<file path="src/rtl/fragment_header_inserter.sv">
// fragment_header_inserter: prepends a magic/seq/index/length header beat to each
// tlast-delimited 64-bit fragment and flags fragments whose length mismatches the header.
module fragment_header_inserter #(
  parameter logic [15:0] MAGIC    = 16'hA5C3,
  parameter logic [15:0] SEQ_INIT = 16'h0000
) (
  input  logic        clk,
  input  logic        rst,
  input  logic [63:0] s_axis_tdata,
  input  logic        s_axis_tvalid,
  output logic        s_axis_tready,
  input  logic        s_axis_tlast,
  input  logic        s_axis_tuser,
  output logic [63:0] m_axis_tdata,
  output logic        m_axis_tvalid,
  input  logic        m_axis_tready,
  output logic        m_axis_tlast,
  output logic        m_axis_tuser,
  input  logic        transfer_init,
  input  logic [31:0] mss,
  input  logic [31:0] transfer_size,
  output logic        len_error,
  output logic [15:0] frag_count
);
  typedef enum logic [1:0] {IDLE, HEADER, PAYLOAD, DRAIN} state_t;
  state_t      r_state;
  logic        r_init_d;
  logic        r_first;
  logic [31:0] r_mss;
  logic [31:0] r_remaining;
  logic [15:0] r_seq;
  logic [15:0] r_frag_idx;
  logic [15:0] r_cnt;
  logic [63:0] r_tdata;
  logic        r_tvalid;
  logic        r_tlast;
  logic        r_tuser;
  logic        r_len_error;
  logic        w_edge;
  logic        w_load_ok;
  logic        w_accept;
  logic        w_last_frag;
  logic [31:0] w_min;
  logic [14:0] w_exp;
  logic [31:0] w_rem_next;
  logic [15:0] w_cnt_inc;
  assign w_edge        = transfer_init && !r_init_d;
  assign w_load_ok     = !r_tvalid || m_axis_tready;
  assign s_axis_tready = (r_state == PAYLOAD) && w_load_ok;
  assign w_accept      = s_axis_tvalid && s_axis_tready;
  assign w_min         = (r_remaining < r_mss) ? r_remaining : r_mss;
  assign w_exp         = (|w_min[31:15]) ? 15'h7FFF : w_min[14:0];
  assign w_last_frag   = r_remaining <= r_mss;
  // Subtract the (possibly saturated) announced length, clamping at zero.
  assign w_rem_next    = (r_remaining > {17'd0, w_exp}) ? r_remaining - {17'd0, w_exp} : 32'd0;
  assign w_cnt_inc     = r_cnt + 16'd1;
  assign m_axis_tdata  = r_tdata;
  assign m_axis_tvalid = r_tvalid;
  assign m_axis_tlast  = r_tlast;
  assign m_axis_tuser  = r_tuser;
  assign len_error     = r_len_error;
  assign frag_count    = r_frag_idx;
  always_ff @(posedge clk) begin
    if (rst) begin
      r_state     <= IDLE;
      r_init_d    <= 1'b0;
      r_first     <= 1'b1;
      r_mss       <= 32'd0;
      r_remaining <= 32'd0;
      r_seq       <= SEQ_INIT;
      r_frag_idx  <= 16'd0;
      r_cnt       <= 16'd0;
      r_tdata     <= 64'd0;
      r_tvalid    <= 1'b0;
      r_tlast     <= 1'b0;
      r_tuser     <= 1'b0;
      r_len_error <= 1'b0;
    end else begin
      r_init_d    <= transfer_init;
      r_len_error <= 1'b0;
      if (m_axis_tready) r_tvalid <= 1'b0;
      case (r_state)
        IDLE: if (w_edge) begin
          r_mss       <= mss;
          r_remaining <= transfer_size;
          r_frag_idx  <= 16'd0;
          r_cnt       <= 16'd0;
          r_seq       <= r_first ? r_seq : r_seq + 16'd1;
          r_first     <= 1'b0;
          r_state     <= HEADER;
        end
        HEADER: if (!transfer_init) r_state <= DRAIN;
        else if (w_load_ok) begin
          r_tvalid <= 1'b1;
          r_tdata  <= {MAGIC, r_seq, r_frag_idx, w_last_frag, w_exp};
          r_tlast  <= 1'b0;
          r_tuser  <= 1'b0;
          r_state  <= PAYLOAD;
        end
        PAYLOAD: if (w_accept) begin
          r_tvalid    <= 1'b1;
          r_tdata     <= s_axis_tdata;
          r_tlast     <= s_axis_tlast;
          r_tuser     <= s_axis_tuser;
          r_cnt       <= s_axis_tlast ? 16'd0 : w_cnt_inc;
          r_len_error <= s_axis_tlast ? (w_cnt_inc != {1'b0, w_exp}) : (w_cnt_inc == {1'b0, w_exp});
          if (s_axis_tlast) begin
            r_remaining <= w_rem_next;
            r_frag_idx  <= r_frag_idx + 16'd1;
            r_state     <= (w_rem_next == 32'd0 || !transfer_init) ? DRAIN : HEADER;
          end
        end
        DRAIN: if (!r_tvalid) r_state <= IDLE;
        default: r_state <= IDLE;
      endcase
    end
  end
endmodule

</file>
<file path="config.mk">
export PLATFORM = sky130hd
export DESIGN_NAME = fragment_header_inserter
export DESIGN_NICKNAME = d
export VERILOG_FILES = /design/src/rtl/fragment_header_inserter.sv
export SDC_FILE = /design/constraint.sdc
export NUM_CORES = 1
export LEC_CHECK = 0
export ABC_AREA = 1
export ABC_CLOCK_PERIOD_IN_PS = 5000
export CORE_ASPECT_RATIO = 0.75
export CORE_UTILIZATION = 40
export DETAILED_ROUTE_END_ITERATION = 8
export MAX_ROUTING_LAYER = met4
export SYNTH_ARGS = -nofsm -noshare
export SYNTH_HDL_FRONTEND = slang
export SYNTH_SLANG_ARGS = --single-unit
</file>
<file path="constraint.sdc">
create_clock -name clk -period 5 [get_ports clk]
set_input_delay 0.75 -clock clk [delete_from_list [all_inputs] [get_ports clk]]
set_output_delay 0.75 -clock clk [all_outputs]
set_load 0.005 [all_outputs]
</file>
Word level (Yosys, flattened, before mapping) --
Cells that the tools add are included.
Operators by class: add/sub/neg operators 4, magnitude comparators 3, eq/ne operators 12, multiplexer cells 38, bitwise gates (word level) 3, reductions and logical operators 20
Operator list (count):
- 2-to-1 mux 64 bit | 3
- 2-to-1 mux 32 bit | 5
- one-hot mux 64 bit (2 select lines) | 1
- 2-to-1 mux 16 bit | 5
- one-hot mux 16 bit (2 select lines) | 2
- one-hot mux 32 bit (2 select lines) | 1
- adder 16 x 1 -> 16 bit, second input constant | 3
- greater-than comparator 32 x 15 -> 1 bit | 1
- <= comparator 32 bit | 1
- zero test 32 bit | 1
- less-than comparator 32 bit | 1
- subtractor 32 x 15 -> 32 bit | 1
- OR reduction 17 bit | 1
- equality test 16 x 15 -> 1 bit | 1
- inequality test 16 x 15 -> 1 bit | 1
- 2-to-1 mux 15 bit | 1
- 2-to-1 mux 2 bit | 7
- inequality test 2 bit, second input constant | 6
- 2-to-1 mux 1 bit | 9
- one-hot mux 2 bit (4 select lines) | 1
- AND reduction 4 bit | 2
- one-hot mux 1 bit (2 select lines) | 3
- AND reduction 3 bit | 2
- AND reduction 5 bit | 1
- other kinds (11) | 20
Word-level totals: register bits 184, input port bits 135, output and inout bits 85, word-level logic and storage cells 93

Logic depth before layout (Yosys ltp) --
word-level depth 12, depth in mapped cells 43, depth with buffers taken out 40

Worst setup path after synthesis --
OpenSTA, ideal clock, no wires.
kind reg-to-reg, start reg r_mss[19], end reg r_state[1], setup time 66 ps, data arrival time 3964 ps, required time 4934 ps, slack 970 ps, cell stages (with the launch flop) 35, buffers on the path 3, clock period less this slack 4030 ps, cells stage by stage dfxtp_1 > inv_1 > ha_1 > nand2_1 > inv_1 > nand2_1 > nand2_1 > nand2_1 > nand3_1 > a21oi_2 > nand3_2 > nand2_4 > buf_8 > buf_8 > inv_1 > a211oi_1 > ha_1 > inv_1 > nor2_1 > inv_1 > nor2_1 > a21oi_4 > nand2_2 > nand2_1 > nand2_2 > buf_6 > nand2_1 > nand2_1 > nor2_1 > nand2_1 > nor2_1 > nand3_1 > nand2_1 > nand2_1 > a21oi_2
On the way: longest elaborated chain between the ends 12, elaborated cells between the ends (all ways) 13, classes of those cells 1 x add/sub; 2 x order compare; 7 x mux; 3 x reduce/logical
Ends and longest elaborated chain:
- start, declared | line 29 | logic [31:0] r_mss;
- start signal, assigned | line 84 | r_mss <= mss;
- less-than comparator 32 bit | line 51 | assign w_min = (r_remaining < r_mss) ? r_remaining : r_mss;
- 2-to-1 mux 32 bit (*) | line 51
- OR reduction 17 bit | line 52 | assign w_exp = (|w_min[31:15]) ? 15'h7FFF : w_min[14:0];
- 2-to-1 mux 15 bit (*) | line 52
- subtractor 32 x 15 -> 32 bit / greater-than comparator 32 x 15 -> 1 bit (equally long branches) | line 55 | assign w_rem_next = (r_remaining > {17'd0, w_exp}) ? r_remaining - {17'd0, w_exp} : 32'd0;
- 2-to-1 mux 32 bit (*) | line 55
- zero test 32 bit (*) | line 110 | r_state <= (w_rem_next == 32'd0 || !transfer_init) ? DRAIN : HEADER;
- logical OR 1 bit (*) | line 110
- 2-to-1 mux 2 bit (*) | line 110
- 2-to-1 mux 2 bit (*) | line 107 | if (s_axis_tlast) begin
- 2-to-1 mux 2 bit (*) | line 100 | PAYLOAD: if (w_accept) begin
- one-hot mux 2 bit (4 select lines) (*) | line 82 | case (r_state)
- end signal, assigned | line 110
- end, declared | line 26 | state_t r_state;
Mark *: on every way between the ends. The rest lies on a longest branch, timed or not. The select of a mux whose other input is x is not followed. A chain may end at the register's enable or synchronous reset.

Final worst setup path --
Ends and elaborated chain as after synthesis.

==> flow_summary.json <==
{
  "status": "finished, final reports clean",
  "p_int_uw": 5230,
  "r2r_cells": 33,
  "worst_pin_slew_ns": 0.964,
  "grt_max_degree": 81,
  "finalSetupViolations": 0,
  "critPathRequiredTime_ns": 5.38,
  "cts_hold_buf": 0,
  "numCtsBuffers": 17,
  "antennaDiodeCount": 0,
  "clk_path_buf_depth": 2,
  "swShare_pct": 49.6,
  "crit_fanout": 6,
  "ios": 220,
  "cp-end-kind": "flip-flop",
  "drt_iter0_drc": 986,
  "min_period_over_period_pct": 93.8,
  "cts_tree": "yes",
  "syn2layout_area_growth_pct": 31.0,
  "start_util_pct": 40.8,
  "fmax_mhz": 213,
  "finalSetupTns_ns": 0,
  "fin_skew_ns": 0.0156,
  "p_sw_uw": 5150,
  "fin_nets": 2223,
  "rows": 53,
  "hp-start": "r_first",
  "p_clk_share_pct": 13.5,
  "grt_pass1_vias": 11310,
  "seq_area_frac_synth_pct": 32.0,
  "grtUsageTotal_pct": 28.3,
  "postCtsSetupRepairBufs": 0,
  "routed_wl_um": 40600,
  "slew_viol_final": 0,
  "crit_top_cell": "nand2_1",
  "hold_depth": 2,
  "cts_num_sinks": 184,
  "netlist_area_um2": 11500,
  "ir_worst_vdd_mv": 0.305,
  "syn_nets": 1981,
  "grt_remaining_overflow": 0,
  "maxSlewHeadroom_pct": 35.7,
  "worst-path-buf-inv": 8,
  "cp-start-kind": "flip-flop",
  "r2r_start": "r_mss[19]",
  "clk_pin_slew_ns": 0.07,
  "clkLatencyLatePin_ns": 0.45,
  "synthFlopType": "dfxtp_1",
  "hp-class": "reg2reg",
  "port_buffers": 219,
  "synth.distinct_cells": 48,
  "synth-async-reset-ratio_pct": 0,
  "netlist_instances": 1804,
  "nFillCells": 2914,
  "cts-htree-levels": 4,
  "yosysWarnings": 0,
  "path_class": "reg2reg",
  "power_density_nw_per_um2": 689,
  "worstPathArrival_ns": 5.07,
  "avgRoutedWirePerCell_um": 16.6,
  "cpMaxStageDelayCell": "a21oi_2",
  "pwr-share-seq_pct": 20.8,
  "synth_edf_count": 0,
  "dr.pass1.iters": 6,
  "pwr-share-comb_pct": 65.6,
  "hold_viol": 0,
  "drtAntennaViolNets": 0,
  "cts_root_buf": "clkbuf_16",
  "remaining_drc_errors": 0,
  "p_leak_uw": 0.00634,
  "rsz0062_at_grt": "no",
  "reg2reg_to": "r_state[1]",
  "synth_area_per_cell_um2": 6.38,
  "die_w_um": 198,
  "slowest_delay_ns": 0.34,
  "synth-seq-cells": 184,
  "hold_end": "r_first",
  "grt_pass1_wl_um": 62800,
  "rrSetupSlack_ns": 0.31,
  "cts_resized": 0,
  "antenna_found_initial": 0,
  "viasPerCell": 5.15,
  "dieArea_um2": 29500,
  "drive_gt1_share_pct": 8.50,
  "final_area_um2": 15100,
  "maxCapViolCount": 0,
  "die_h_um": 149,
  "dpl.hpwl_um": 31200,
  "min_period_ns": 4.69,
  "placed_area_um2": 14500,
  "fp.coreArea_um2": 28200,
  "path_delay_family": "simple AND/OR/NAND/NOR gates",
  "place.gp.congestion": 1.04,
  "vias": 12575
}
==> power by group through the flow <==
| stage | clock [µW] | sequential [µW] | combinational [µW] |
|---|---|---|---|
| after floorplan | 0 | 2150 | 4050 |
| after global routing | 1490 | 2210 | 7520 |
| after global placement | 0 | 2180 | 6700 |
| after CTS | 1430 | 2160 | 6730 |
| final | 1400 | 2160 | 6820 |
| after detailed placement | 0 | 2190 | 6700 |
==> through the flow <==
stage	std cells	total power [µW]	util [%]	hold WS (ns)	worst slack (ns)
floorplan	1804	6200	-	0.420	0.970
global placement	2412	8890	51.4	0.428	0.359
detailed placement	2412	8900	51.4	0.435	0.367
CTS	2444	10300	53.5	0.451	0.319
global route	2444	11200	53.5	0.475	0.00614
finish	2444	10400	53.5	0.451	0.311
==> worst reg2reg max path, delay by kind of cell, from the launching register on <==
family	cells	cell delay [ns]
AOI/OAI and AO/OA	3	0.79
adders and majority gates	2	0.51
buffers and inverters	8	0.63
DFF	1	0.33
and+or+nand+nor	20	2.40
==> layout by cell type, fill, tap and decap left out, types with 16 or more instances in the layout <==
master	Yosys	final
ha_1	42	41
xor2_1	16	16
nand3_1	112	111
nand2_1	476	476
nand2_2	19	18
nand4_1	20	20
inv_1	195	194
a21oi_1	163	163
nor2_1	178	176
o21ai_0	139	139
clkdlybuf4s50_1	0	218
a31oi_1	34	34
buf_4	3	80
o211ai_1	26	26
dfxtp_1	184	184
nor3_1	30	30
clkbuf_16	0	17
==> worst max-delay path by stage <==
stage,startpoint,endpoint,slack (ns),cells after the start
floorplan,r_mss[19],r_state[1],0.97,34
global placement,r_mss[22],r_state[1],0.36,32
detailed placement,r_mss[31],r_state[1],0.37,34
CTS,r_mss[31],r_state[1],0.32,34
global route,r_remaining[21],r_state[1],0.006,30
finish,r_mss[19],r_state[1],0.31,33
==> synth_stat cells (5+ instances only) <==
cell      count  area, µm²
inv_1       195        732
nor4_1        9       56.3
a31oi_1      34        213
nor2_1      178        668
nor3_1       30        150
o21a_1        8       60.1
clkbuf_1     63        236
nand2_4       8       90.1
nand4_1      20        125
ha_1         42        526
a21oi_1     163        816
nor3b_1       6       45.0
nand3_1     112        561
xnor2_1       6       52.6
o211ai_1     26        195
dfxtp_1     184       3680
nand2_2      19        119
xor2_1       16        140
inv_2         6       22.5
nand2_1     476       1790
nand3_2       5       50.1
o21ai_0     139        696
==> kinds of logic (layout without fill, tap and decap cells) <==
| family | count (synthesis) | after routing | synth area share (%) |
|---|---|---|---|
| AND/OR/NAND/NOR | 875 | 875 | 32.8 |
| adder cells (fa/ha/maj) | 42 | 42 | 4.56 |
| XOR/XNOR | 22 | 22 | 1.67 |
| AO/OA/AOI/OAI | 399 | 399 | 19.1 |
| flip-flops | 184 | 184 | 32.0 |
| buffers and inverters | 282 | 537 | 9.86 |
==> metal layers <==
layer | share of wire, % | up-vias | GRT usage (%)
li1 | - | 6420 | -
met5 | 0 | - | -
met2 | 43 | 401 | 42.4
met3 | 6.8 | 26 | 4.70
met4 | 0.88 | 0 | 4.92
met1 | 50 | 5728 | 40.1
==> layout make-up <==
cell class	instances	area, µm²	area share (%)
clock buffers	18	429	2.85
well taps	385	482	3.19
inverters	203	762	5.05
flip-flops and latches	184	3680	24.4
clock inverters	14	159	1.05
repair buffers	302	2840	18.8
multi-input cells	1338	6730	44.6
==> registers in the layout, summed over array words and instances (netlist names) <==
signal         count
r_cnt             16
m_axis_tlast       1
m_axis_tdata      64
m_axis_tvalid      1
r_init_d           1
r_first            1
r_seq             16
len_error          1
frag_count        16
m_axis_tuser       1
r_remaining       32
r_state            2
r_mss             32
Power figures use the tool's default switching activity.
